$ cat src/rtl/y86_seq_ctrl.sv
// ============================================================================
// y86_seq_ctrl : multi-cycle stage sequencer for the Y86-64 SEQ datapath
// Revision 1.0 : initial release
// ============================================================================
`default_nettype none

module y86_seq_ctrl #(
  parameter logic [63:0] RESET_PC    = 64'd0,
  parameter int unsigned MEM_TIMEOUT = 15
) (
  input  logic        clk_i,
  input  logic        reset_i,
  input  logic        run_i,
  input  logic [3:0]  icode_i,
  input  logic        cnd_i,
  input  logic        instruct_err_i,
  input  logic        mem_err_i,
  input  logic        mem_ready_i,
  input  logic [63:0] valp_i,
  input  logic [63:0] valc_i,
  input  logic [63:0] valm_i,
  output logic [63:0] pc_o,
  output logic        fetch_en_o,
  output logic        decode_en_o,
  output logic        exec_en_o,
  output logic        mem_en_o,
  output logic        wb_en_o,
  output logic [2:0]  stat_o,
  output logic        halted_o,
  output logic [31:0] cycle_cnt_o,
  output logic [31:0] instr_cnt_o
);

  typedef enum logic [2:0] {
    S_IDLE      = 3'd0,
    S_FETCH     = 3'd1,
    S_DECODE    = 3'd2,
    S_EXECUTE   = 3'd3,
    S_MEMORY    = 3'd4,
    S_WRITEBACK = 3'd5,
    S_PCUPD     = 3'd6,
    S_HALT      = 3'd7
  } state_t;

  localparam logic [2:0] STAT_AOK = 3'd1;
  localparam logic [2:0] STAT_HLT = 3'd2;
  localparam logic [2:0] STAT_ADR = 3'd3;
  localparam logic [2:0] STAT_INS = 3'd4;

  // Wait counter holds (memory cycles elapsed - 1), so the last allowed cycle is MEM_TIMEOUT-1.
  localparam logic [7:0] WAIT_LAST = 8'(MEM_TIMEOUT - 1);

  state_t      state_q, state_d;
  logic [63:0] pc_q, pc_d;
  logic [2:0]  stat_q, stat_d;
  logic [3:0]  icode_q, icode_d;
  logic        cnd_q, cnd_d;
  logic [7:0]  wait_q, wait_d;
  logic [31:0] cycle_q, cycle_d;
  logic [31:0] instr_q, instr_d;

  logic        exec_to_mem;
  logic        exec_to_wb;
  logic        mem_to_wb;
  logic [63:0] new_pc;

  always_comb begin
    exec_to_mem = icode_q inside {4'h4, 4'h5, 4'h8, 4'h9, 4'hA, 4'hB};
    exec_to_wb  = icode_q inside {4'h2, 4'h3, 4'h5, 4'h6, 4'hA, 4'hB};
    mem_to_wb   = icode_q inside {4'h5, 4'h9, 4'hA, 4'hB};
  end

  always_comb begin
    new_pc = valp_i;
    if (icode_q == 4'h8) begin
      new_pc = valc_i;
    end else if (icode_q == 4'h9) begin
      new_pc = valm_i;
    end else if ((icode_q == 4'h7) && cnd_q) begin
      new_pc = valc_i;
    end
  end

  always_comb begin
    state_d = state_q;
    pc_d    = pc_q;
    stat_d  = stat_q;
    icode_d = icode_q;
    cnd_d   = cnd_q;
    wait_d  = wait_q;
    cycle_d = cycle_q;
    instr_d = instr_q;

    if ((state_q != S_IDLE) && (state_q != S_HALT)) begin
      cycle_d = cycle_q + 32'd1;
    end

    case (state_q)
      S_IDLE: begin
        if (run_i) begin
          state_d = S_FETCH;
        end
      end
      S_FETCH: begin
        icode_d = icode_i;
        // Fault priority: invalid instruction, then imem address fault, then halt.
        if (instruct_err_i) begin
          stat_d  = STAT_INS;
          state_d = S_HALT;
        end else if (mem_err_i) begin
          stat_d  = STAT_ADR;
          state_d = S_HALT;
        end else if (icode_i == 4'h0) begin
          stat_d  = STAT_HLT;
          state_d = S_HALT;
        end else begin
          state_d = S_DECODE;
        end
      end
      S_DECODE: begin
        state_d = S_EXECUTE;
      end
      S_EXECUTE: begin
        cnd_d  = cnd_i;
        wait_d = 8'd0;
        if (exec_to_mem) begin
          state_d = S_MEMORY;
        end else if (exec_to_wb) begin
          state_d = S_WRITEBACK;
        end else begin
          state_d = S_PCUPD;
        end
      end
      S_MEMORY: begin
        if (mem_err_i) begin
          stat_d  = STAT_ADR;
          state_d = S_HALT;
        end else if (mem_ready_i) begin
          state_d = mem_to_wb ? S_WRITEBACK : S_PCUPD;
        end else if (wait_q == WAIT_LAST) begin
          stat_d  = STAT_ADR;
          state_d = S_HALT;
        end else begin
          wait_d = wait_q + 8'd1;
        end
      end
      S_WRITEBACK: begin
        state_d = S_PCUPD;
      end
      S_PCUPD: begin
        pc_d    = new_pc;
        instr_d = instr_q + 32'd1;
        state_d = run_i ? S_FETCH : S_IDLE;
      end
      S_HALT: begin
        state_d = S_HALT;
      end
      default: begin
        state_d = S_IDLE;
      end
    endcase
  end

  always_ff @(posedge clk_i or posedge reset_i) begin
    if (reset_i) begin
      state_q <= S_IDLE;
      pc_q    <= RESET_PC;
      stat_q  <= STAT_AOK;
      icode_q <= 4'h0;
      cnd_q   <= 1'b0;
      wait_q  <= 8'd0;
      cycle_q <= 32'd0;
      instr_q <= 32'd0;
    end else begin
      state_q <= state_d;
      pc_q    <= pc_d;
      stat_q  <= stat_d;
      icode_q <= icode_d;
      cnd_q   <= cnd_d;
      wait_q  <= wait_d;
      cycle_q <= cycle_d;
      instr_q <= instr_d;
    end
  end

  assign pc_o        = pc_q;
  assign fetch_en_o  = (state_q == S_FETCH);
  assign decode_en_o = (state_q == S_DECODE);
  assign exec_en_o   = (state_q == S_EXECUTE);
  assign mem_en_o    = (state_q == S_MEMORY);
  assign wb_en_o     = (state_q == S_WRITEBACK);
  assign stat_o      = stat_q;
  assign halted_o    = (state_q == S_HALT);
  assign cycle_cnt_o = cycle_q;
  assign instr_cnt_o = instr_q;

endmodule

`default_nettype wire

$ cat config.mk
export PLATFORM = sky130hd
export DESIGN_NAME = y86_seq_ctrl
export DESIGN_NICKNAME = d
export VERILOG_FILES = /design/src/rtl/y86_seq_ctrl.sv
export SDC_FILE = /design/constraint.sdc
export NUM_CORES = 1
export LEC_CHECK = 0
export BUFFER_PORTS_ARGS = -buffer_cell sky130_fd_sc_hd__buf_2
export CAP_MARGIN = 20
export CORE_ASPECT_RATIO = 2
export CORE_MARGIN = 2
export CORE_UTILIZATION = 35
export CTS_BUF_LIST = sky130_fd_sc_hd__clkbuf_4
export CTS_CLUSTER_SIZE = 8
export DETAILED_ROUTE_END_ITERATION = 16
export PLACE_DENSITY = 0.6
export SYNTH_ARGS = -nofsm -noshare
export SYNTH_HDL_FRONTEND = slang
export SYNTH_SLANG_ARGS = --single-unit
$ cat constraint.sdc
create_clock -name clk_i -period 6.75 [get_ports clk_i]
set_input_delay 1.0125 -clock clk_i [delete_from_list [all_inputs] [get_ports clk_i]]
set_output_delay 1.0125 -clock clk_i [all_outputs]
set_load 0.005 [all_outputs]
======== After elaboration in Yosys (flattened, before gate mapping) ========
Cells that the tools add are included.
cells by class
  equality and inequality tests ........... 27
  $add $sub $neg .......................... 3
  reductions and logical operators ........ 13
  multiplexer cells ....................... 26
operator list
  cell                                                   count
  2-to-1 mux 64 bit                                      3
  adder 32 x 1 -> 32 bit, second input constant          2
  2-to-1 mux 3 bit                                       13
  2-to-1 mux 8 bit                                       3
  one-hot mux 3 bit (8 select lines)                     1
  == test 4 x 3 -> 1 bit, second input constant          4
  == test 4 bit, second input constant                   4
  one-hot mux 8 bit (2 select lines)                     1
  == test 3 bit, second input constant                   4
  nonzero test 6 bit                                     2
  adder 8 x 1 -> 8 bit, second input constant            1
  == test 4 x 2 -> 1 bit, second input constant          2
  == test 8 x 4 -> 1 bit, second input constant          1
  inequality test 2 bit, second input constant           4
  inequality test 4 x 3 -> 1 bit, second input constant  2
  AND reduction 4 bit                                    2
  == test 3 x 2 -> 1 bit, second input constant          2
  2-to-1 mux 2 bit                                       3
  inequality test 3 bit, second input constant           2
  one-hot mux 3 bit (2 select lines)                     1
  logical NOT 4 bit                                      1
  nonzero test 2 bit                                     2
  nonzero test 4 bit                                     1
  == test 3 x 1 -> 1 bit, second input constant          1
  6 further kinds                                        7
word-level totals
  word-level logic and storage cells ...... 77
  bits of input ports ..................... 203
  register bits after elaboration ......... 147
  output and inout port bits .............. 137

======== Longest topological paths before layout ========
Gate-level depths: netlist (run 1).
  depth after elaboration ................. 6
  depth in mapped cells ................... 7
  gate-level depth less buffers ........... 7

======== Worst setup path after synthesis (run 1) ========
Ideal clock, no wire load.
  path type ............................... register to output
  start point ............................. register state_q[0]
  end point ............................... output exec_en_o
  buffers on the path ..................... 2
  path slack .............................. 4,545 ps
  arrival time ............................ 1,192 ps
  stages on the path, launching flop included .. 5
  required time ........................... 5,738 ps
  path through ............................ dfrtp_1 clkbuf_1 nand3b_1 inv_1 clkbuf_1
between the ends
  cells in the longest elaborated chain, start to end .. 1
RTL lines
  what                      line  text
  start: declaration        53    state_t state_q, state_d;
  start signal: assignment  175   state_q <= state_d;
  == test 3 x 2 -> 1 bit    189   assign exec_en_o = (state_q == S_EXECUTE);
  end: declaration          25    output logic exec_en_o,
No other way between the ends.

======== Worst setup path in the final report (run 1) ========
  start point ............................. register state_q[1]
  end point ............................... output exec_en_o
Same word-level chain as after synthesis.

==> results of run 1 <==
-- critical path, delay by kind of cell, from the launching register on --
kind / cells / cell delay [ps]
buffers and inverters: 2 / 550
and+or+nand+nor: 1 / 270
DFF: 1 / 620
-- area by class of cell --
| type | count | share of cell area (%) |
|---|---|---|
| Clock buffer | 18 | 1.474 |
| Clock inverter | 14 | 1.924 |
| Multi-Input combinational cell | 517 | 33.31 |
| Tap cell | 259 | 3.534 |
| Inverter | 10 | 0.4640 |
| Antenna cell | 1 | 0.02729 |
| Timing Repair Buffer | 345 | 19.13 |
| Sequential cell | 147 | 40.13 |
-- per-stage QoR --
stage          cell area [um^2]  std cells  worst slack (ps)  hold slack, ps  utilization (%)
2_1_floorplan              6933        718              1788           446.0                -
5_1_grt                    9169       1311              3529           496.4            47.34
4_1_cts                    9166       1310              3678           481.4            47.33
3_5_place_dp               8855       1278              4055           460.7            45.72
3_3_place_gp               8835       1277              4069           455.2            45.61
6_report                   9169       1311              3760           478.7            47.34
-- synth_stat cells, types with 3 or more instances --
| cell | number |
|---|---|
| a21oi_1 | 5 |
| nand2b_1 | 4 |
| nor3_1 | 6 |
| nand2_1 | 95 |
| dfrtp_1 | 146 |
| xor2_1 | 28 |
| mux2_2 | 6 |
| nor2_1 | 23 |
| nor3b_1 | 3 |
| and3_1 | 17 |
| xnor2_1 | 38 |
| and4_1 | 11 |
| clkbuf_1 | 39 |
| inv_1 | 10 |
| nand3_1 | 26 |
| buf_2 | 5 |
| ha_1 | 4 |
| and2_1 | 4 |
| o22ai_1 | 64 |
| nand4_1 | 16 |
| o21ai_0 | 135 |
-- power by group through the flow --
stage               clock [mW]  combinational (mW)  sequential, mW
floorplan                    0               0.719            1.34
global placement             0                1.25            1.36
detailed placement           0                1.28            1.37
CTS                      0.638                1.27            1.36
global route             0.675                1.42            1.40
finish                   0.613                1.25            1.36
-- state kept, by name, summed over array words and instances, names as in the netlist --
signal / cells
icode_q: 4
state_q: 3
stat_o: 3
instr_cnt_o: 32
pc_o: 64
wait_q: 8
cnd_q: 1
cycle_cnt_o: 32
-- path summary, 6_finish.rpt --
kind	from	to	slack, ps	depth (start not counted)
hold reg to reg	cycle_cnt_o[31]	cycle_cnt_o[31]	480	1
setup / recovery	state_q[1]	exec_en_o	3760	3
min in group asynchronous	reset_i	cycle_cnt_o[24]	540	2
setup reg to reg	state_q[1]	instr_cnt_o[25]	4530	5
hold / removal	cycle_cnt_o[31]	cycle_cnt_o[31]	480	1
max in group asynchronous	reset_i	wait_q[5]	4810	3
-- metal layers --
layer	GRT usage, %	share of wire, %
met1	23.24	37
met3	4.751	5.9
met5	0	0
met4	9.653	3.6
met2	38.32	53
-- logic make-up (layout without fill, tap and decap cells) --
family	count (synthesis)	in the layout	share of synthesized area (%)
AND/OR/NAND/NOR	222	222	16.08
AO/OA/AOI/OAI	219	219	17.79
flip-flops	147	147	53.08
XOR/XNOR	66	66	8.338
buffers and inverters	54	387	3.014
multiplexers	6	6	0.9745
adder cells (fa/ha/maj)	4	4	0.7219
other	0	1	0
==> flow_summary.ini, run 1 <==
[job]
drv_cap = 0

[setup_path]
startpoint_type = flop
end_kind = output pin
critPathKind = flop to output pin
arrival_ps = 1980
required_ps = 5740
worstPathMaxFanout = 16
crit_chain = nand3b_1, inv_1, buf_2
cpPeakStageDelay_ps = 620
worst_path_max_delay_cell = dfrtp_1

[floorplanning]
die-height_um = 203.0
io_pins = 340
rows = 72
fp.dieArea_um2 = 21020
core_area_um2 = 19370
die_x_um = 103.5
initial_utilization_pct = 35.79

[synth]
ys.flop_type = dfrtp_1
synth_top_area_share_pct = 52.70
synthDistinctLibCells = 45
async_reset_ff_share_pct = 100.0
synth_largest_area_cell = dfrtp_1
yosys_warnings = 0
ys_ff_latch = 147
syn-num-nets = 925
syn_area_per_cell_um2 = 9.656
synth_cells = 718
synthTopCellsByArea = dfrtp_1 53%, o21ai_0 9.7%, o22ai_1 5.8%
synth_seq_area_share_pct = 53.08
synth_edf_count = 0
syn_area_um2 = 6933

[timing]
post-route-period-util_pct = 44.29
slew-limit-headroom_pct = 37.70
fin_setup_tns_ps = 0
tightest_slew_ps = 934.4
setup_viol = 0
slew_violations = 0
hold_viol = 0
fmax_mhz = 334.5
rsz0062_at_grt = no
fin_crit_ps = 2990
skew_ps = 24.81

[detailed_routing]
drc_errors = 0
first_pass_iters = 4
vias_per_cell = 5.027
num_vias = 6590
drt_iter0_drc = 162
wire_per_inst_um = 16.97
drt-total-wl_mm = 22.25
postRouteAntennaNets = 0

[clock_network]
htreeDepth = 4
cts.sinks = 147
clock-root-buffer = clkbuf_4
clock_path_buffers = 2
numCtsBuffers = 17
cts.repair.resized = 0
cts_hold_buf = 0
cts_tree = done
clkLatencyLatePin_ps = 560
post_cts_buffers = 0
path_clk_slew_ps = 140

[finish]
fillCellCount = 1946
multiInputGateArea_um2 = 3054
final_cell_mix = 339 x buf_2, 146 x dfrtp_1, 135 x o21ai_0, 94 x nand2_1, 64 x o22ai_1
seq_area_um2 = 3680
fin_nets = 1245
final_common_cell = buf_2
area_growth_pct = 32.25
drive_above_1_share_pct = 37.49

[placed_design]
port_buffers = 339
dpl.hpwl_mm = 16.76
place_congestion = 0.8504

[worst_hold_path]
hp-class = flop to flop

[power_and_ir_drop]
total_power_mw = 3.220
pwr-share-seq_pct = 42.1
p_switching_mw = 1.293
switching_share_pct = 40.16
p_leak_nw = 4.690
p_int_mw = 1.927
combPwrFrac_pct = 38.9
powerDensity_nw_per_um2 = 351.2
p_clk_share_pct = 19.0
ir_worst_vdd_uv = 211.4

[grt]
grt_util_all_layers_pct = 21.08
antenna_found_initial = 2
grt_max_degree = 76
grt_pass1_wl_mm = 34.80
grt_pass1_vias = 6590
grt.overflow.total = 0

[status]
outcome = completed
Note: power is estimated with default switching activity, not from simulation.
==> run 2, diff against run 1 <==
ABC_AREA = 1   (was not set)
PLACE_DENSITY = 0.56   (was 0.6)
clock period = 2.95 ns   (was 6.75 ns; I/O delays follow)
==> run 2 against run 1 <==
Combinational power shrank 78%. Flip-flop and latch count is the same. Clock power grew 130%. Critical path depth is the same. Via count grew 47%. Critical path type unchanged. Largest cell class is now multi-input gates. Highest routed layer is now met5.
==> flow_summary.ini, run 2 <==
[worst_hold_path]
hp-class = input port to flop

[placed_design]
port_buffers = 339
dp_cells = 2021
place_congestion = 0.9042
dpl.hpwl_mm = 22.97
place_area_um2 = 11190

[finish]
final_cell_count_no_fill = 2060
fin_nets = 1909
final_common_cell = nand2_1
fin_util_pct = 44.36
area_growth_pct = 25.55
final_cell_mix = 565 x nand2_1, 339 x buf_2, 146 x dfrtp_1, 144 x inv_1, 129 x a21oi_1
drive_above_1_share_pct = 25.07
final_area_um2 = 11560
largest_reg_flops = 64

[detailed_routing]
drt_iter0_drc = 415
wire_per_inst_um = 14.53
vias_per_cell = 4.689
postRouteAntennaNets = 0
drc_errors = 0
num_vias = 9660
first_pass_iters = 5
drt-total-wl_mm = 29.93

[synth]
post-synth-top-count-cell = nand2_1
ys.flop_type = dfrtp_1
synth_edf_count = 0
syn_area_um2 = 9210
synth_largest_area_cell = dfrtp_1
synth_common_cells = 565 x nand2_1, 146 x dfrtp_1, 145 x inv_1, 129 x a21oi_1, 114 x nor2_1
synth_cells = 1376
syn_area_per_cell_um2 = 6.693
ys_ff_latch = 147
synthDistinctLibCells = 34
synthTopCellsByArea = dfrtp_1 40%, nand2_1 23%, a21oi_1 7.0%
syn-num-nets = 1583
async_reset_ff_share_pct = 100.0
yosys_warnings = 0
synth_seq_area_share_pct = 39.95
synth_top_area_share_pct = 39.67

[timing]
setup_viol = 0
skew_ps = 23.87
rsz0062_at_grt = no
tightest_slew_ps = 767.7
slew_violations = 0
fmax_mhz = 432.0
slew-limit-headroom_pct = 48.71
fin_crit_ps = 2315
post-route-period-util_pct = 78.46
fin_setup_tns_ps = 0
hold_viol = 0

[floorplanning]
initial_utilization_pct = 35.34
rows = 84
fp.dieArea_um2 = 27710
die-height_um = 233.4
die_x_um = 118.7
io_pins = 340
core_area_um2 = 26070

[setup_path]
required_ps = 2510
worstPathMaxFanout = 13
worst_path_max_delay_cell = dfrtp_1
crit_chain = nand2_1, nor2_4, buf_2
cpPeakStageDelay_ps = 580
end_kind = output pin
critPathBufInv = 1
startpoint_type = flop
critPathKind = flop to output pin
crit_family = flip-flops
arrival_ps = 1870
reg2reg_slack_ps = 1070

[grt]
grt_pass1_wl_mm = 47.80
grt_util_all_layers_pct = 21.62
grt.overflow.total = 0
grt_pass1_vias = 9357
grt_max_degree = 70
antenna_found_initial = 2

[status]
outcome = completed

[clock_network]
numCtsBuffers = 17
clkLatencyLatePin_ps = 600
cts.sinks = 147
path_clk_slew_ps = 140
htreeDepth = 4
clock-root-buffer = clkbuf_4
clock_path_buffers = 2
cts_tree = done

[power_and_ir_drop]
powerDensity_nw_per_um2 = 318.9
ir_worst_vdd_uv = 252.2
p_leak_nw = 6.097
total_power_mw = 3.688

[job]
drv_cap = 0
[run 2: cell types whose count changed after synthesis, moves of 24 or more]
cell	before	now
inv_1	10	145
buf_2	5	29
nor2_1	23	114
a21oi_1	5	129
nand2_1	95	565
o21ai_1	0	59
clkbuf_1	39	8
o22ai_1	64	0
o21ai_0	135	25
xnor2_1	38	12
[run 2: report_power, final]
group | internal, mW | switching (mW)
Clock | 0.592 | 0.800
Combinational | 0.141 | 0.137
Sequential | 2.02 | 0.000611
[run 2: area by class of cell]
cell class                      count  area [um^2]
Timing Repair Buffer              359         1924
Inverter                          152        576.8
Sequential cell                   147         3680
Tap cell                          344        430.4
Fill cell                        2812        14500
Clock inverter                     15        181.4
Antenna cell                        1        2.502
Clock buffer                       17        127.6
Multi-Input combinational cell   1025         4641
[run 2: layer usage]
metal	GRT usage [%]	up-vias	wire length (um)
li1	-	4929	-
met1	26.87	4328	13260
met2	36.10	359	13830
met3	4.883	42	2030
met4	8.854	2	800
met5	0	-	13
[run 2: kinds of logic after synthesis]
family / Yosys count / share of synthesized area (%)
AO/OA/AOI/OAI: 213 / 11.57
XOR/XNOR: 33 / 3.138
AND/OR/NAND/NOR: 773 / 34.83
flip-flops: 147 / 39.95
buffers and inverters: 204 / 9.713
multiplexers: 2 / 0.2445
adder cells (fa/ha/maj): 4 / 0.5434
[run 2: repair_timing]
action / in CTS / in global routing
gates resized for setup: 0 / 0
hold buffers: 6 / 0
hold endpoints to repair: 27 / 0
setup buffers: 0 / 0
[run 2: through the flow]
stage          setup WS [ps]  hold WS, ps
5_1_grt                466.7        84.22
3_3_place_gp            1110        456.7
6_report               635.4        137.3
3_5_place_dp            1093        460.4
4_1_cts                543.0        44.34
2_1_floorplan          661.3        460.0
[run 2: path summary, 6_finish.rpt]
path / startpoint / endpoint / depth (start not counted)
max in group asynchronous: reset_i / stat_o[0] / 4
min: valp_i[22] / pc_o[22] / 5
min reg2reg: pc_o[31] / pc_o[31] / 2
max reg2reg: icode_q[0] / pc_o[50] / 7
max: state_q[2] / mem_en_o / 3
min in group asynchronous: reset_i / pc_o[14] / 3
[run 2: worst register-to-register path, stage by stage, from the launching register on]
cell and delay [ps]:
dfrtp_1 440, or2_4 300, nor2_8 90, buf_4 590, a21oi_1 120, nand2_1 150, nand2_1 70, nand2_1 60
==> run 3, diff against run 2 <==
PLACE_DENSITY = 0.58   (was 0.56)
clock period = 2.02 ns   (was 2.95 ns; I/O delays follow)
==> run 3 against run 2 <==
Sequential share of layout area shrank 5.2 points. Utilization rose by 8.6 points. Cell count grew 9.9%. Highest routed layer is now met4. Critical endpoint is now pc_o[32]. Largest power group unchanged.
==> flow_summary.ini, run 3 (synthesis results as in run 2) <==
[setup_path]
critPathMostFrequentCell = nand2_1
critPathBufInv = 3
worst_path_max_delay_cell = dlygate4sd3_1
required_ps = 2570
crit_family = buffers and inverters
arrival_ps = 2500
crit_chain = buf_4, nand2_1, nor2_4, buf_12, o21ai_0, nand2_1, dlygate4sd3_1, nand2_1, nand2_1
end_kind = flop
startpoint_type = flop
cpPeakStageDelay_ps = 560
critPathKind = flop to flop
worstPathMaxFanout = 13

[timing]
slew-limit-headroom_pct = 71.03
rsz0062_at_grt = yes
hold_viol = 0
tightest_slew_ps = 433.7
setup_viol = 0
hold_slack_ps = 64.57
skew_ps = 24.15
fin_setup_tns_ps = 0
post-route-period-util_pct = 96.84
fmax_mhz = 511.2
layout_setup_ws_ps = 63.74
fin_crit_ps = 1956
slew_violations = 0

[job]
drv_cap = 0

[grt]
grt_util_all_layers_pct = 24.97
grt_pass1_vias = 10630
antenna_found_initial = 2
grt_pass1_wl_mm = 55.17
grt.overflow.total = 0
grt_max_degree = 83

[clock_network]
path_clk_slew_ps = 140
clock-root-buffer = clkbuf_4
cts_tree = done
htreeDepth = 4
cts.sinks = 147
numCtsBuffers = 17
clkLatencyLatePin_ps = 620
clock_path_buffers = 2

[detailed_routing]
drt_iter0_drc = 867
drt-total-wl_mm = 36.68
postRouteAntennaNets = 0
drc_errors = 0
vias_per_cell = 4.848
wire_per_inst_um = 16.20
num_vias = 10980
first_pass_iters = 5

[power_and_ir_drop]
p_leak_nw = 7.086
ir_worst_vdd_uv = 320.2
powerDensity_nw_per_um2 = 428.9

[finish]
seq_area_um2 = 3685
final_cell_count_no_fill = 2264
fillCellCount = 2463
fin_nets = 2112
drive_above_1_share_pct = 24.61
final_common_cell = nand2_1
largest_reg_flops = 64
final_area_um2 = 13820
multiInputGateArea_um2 = 4671
final_cell_mix = 563 x nand2_1, 339 x buf_2, 178 x dlygate4sd3_1, 142 x dfrtp_1, 141 x inv_1
area_growth_pct = 50.01

[floorplanning]
core_area_um2 = 26070
fp.dieArea_um2 = 27710
io_pins = 340
die-height_um = 233.4
rows = 84
die_x_um = 118.7
initial_utilization_pct = 35.34

[worst_hold_path]
hp-class = input port to flop

[status]
outcome = completed

[placed_design]
dpl.hpwl_mm = 23.71
place_area_um2 = 11310
dp_cells = 2027
pre_cts_ws_ps = 264.4
place_congestion = 0.8724
port_buffers = 339
==> run 3: final cells by class <==
class / instances / share of cell area (%)
diodes: 2 / 0.03623
clock buffers: 18 / 0.9781
clock inverters: 14 / 1.521
inverters: 152 / 4.229
multi-input cells: 1025 / 33.81
flip-flops and latches: 147 / 26.67
well taps: 344 / 3.115
repair buffers: 562 / 29.64
==> run 3: report_power, final <==
group          switching, mW  internal, mW
clock network           1.17          1.11
logic                  0.277         0.422
registers           0.000877          2.94
==> run 3: worst min-delay path: cells and delay by family <==
kind,cells,cell delay [ps]
AOI/OAI and AO/OA,1,90
buffers and inverters,1,80
and+or+nand+nor,3,190
==> run 3: metrics by stage <==
stage | power [mW] | utilization (%)
global route | 6.192 | 53.01
detailed placement | 3.407 | 43.40
floorplan | 3.134 | -
CTS | 5.998 | 51.73
global placement | 3.413 | 43.40
finish | 5.926 | 53.01
==> run 3: final timing paths <==
check | slack [ps] | startpoint | cells after the start | endpoint
max in group asynchronous | 1170 | reset_i | 4 | pc_o[46]
min reg2reg | 480 | stat_o[0] | 2 | stat_o[0]
min | 60 | valp_i[34] | 5 | pc_o[34]
max | 60 | icode_q[1] | 9 | pc_o[32]
max reg2reg | 60 | icode_q[1] | 9 | pc_o[32]
min in group asynchronous | 250 | reset_i | 3 | pc_o[13]
==> run 3: routing by layer <==
| metal | global-route usage [%] | part of all wire, % | wire length, um |
|---|---|---|---|
| met5 | 0 | 0 | 0 |
| met4 | 13.06 | 4.8 | 1767 |
| met3 | 6.104 | 8.0 | 2917 |
| met2 | 40.09 | 46 | 16850 |
| met1 | 30.94 | 41 | 15140 |
==> run 3: repair_timing <==
item	CTS	global route
setup endpoints to repair	5	13
pin swaps	2	6
hold buffers	178	0
hold endpoints to repair	172	0
gates cloned	0	7
buffers inserted	4	14
resized for setup	7	18
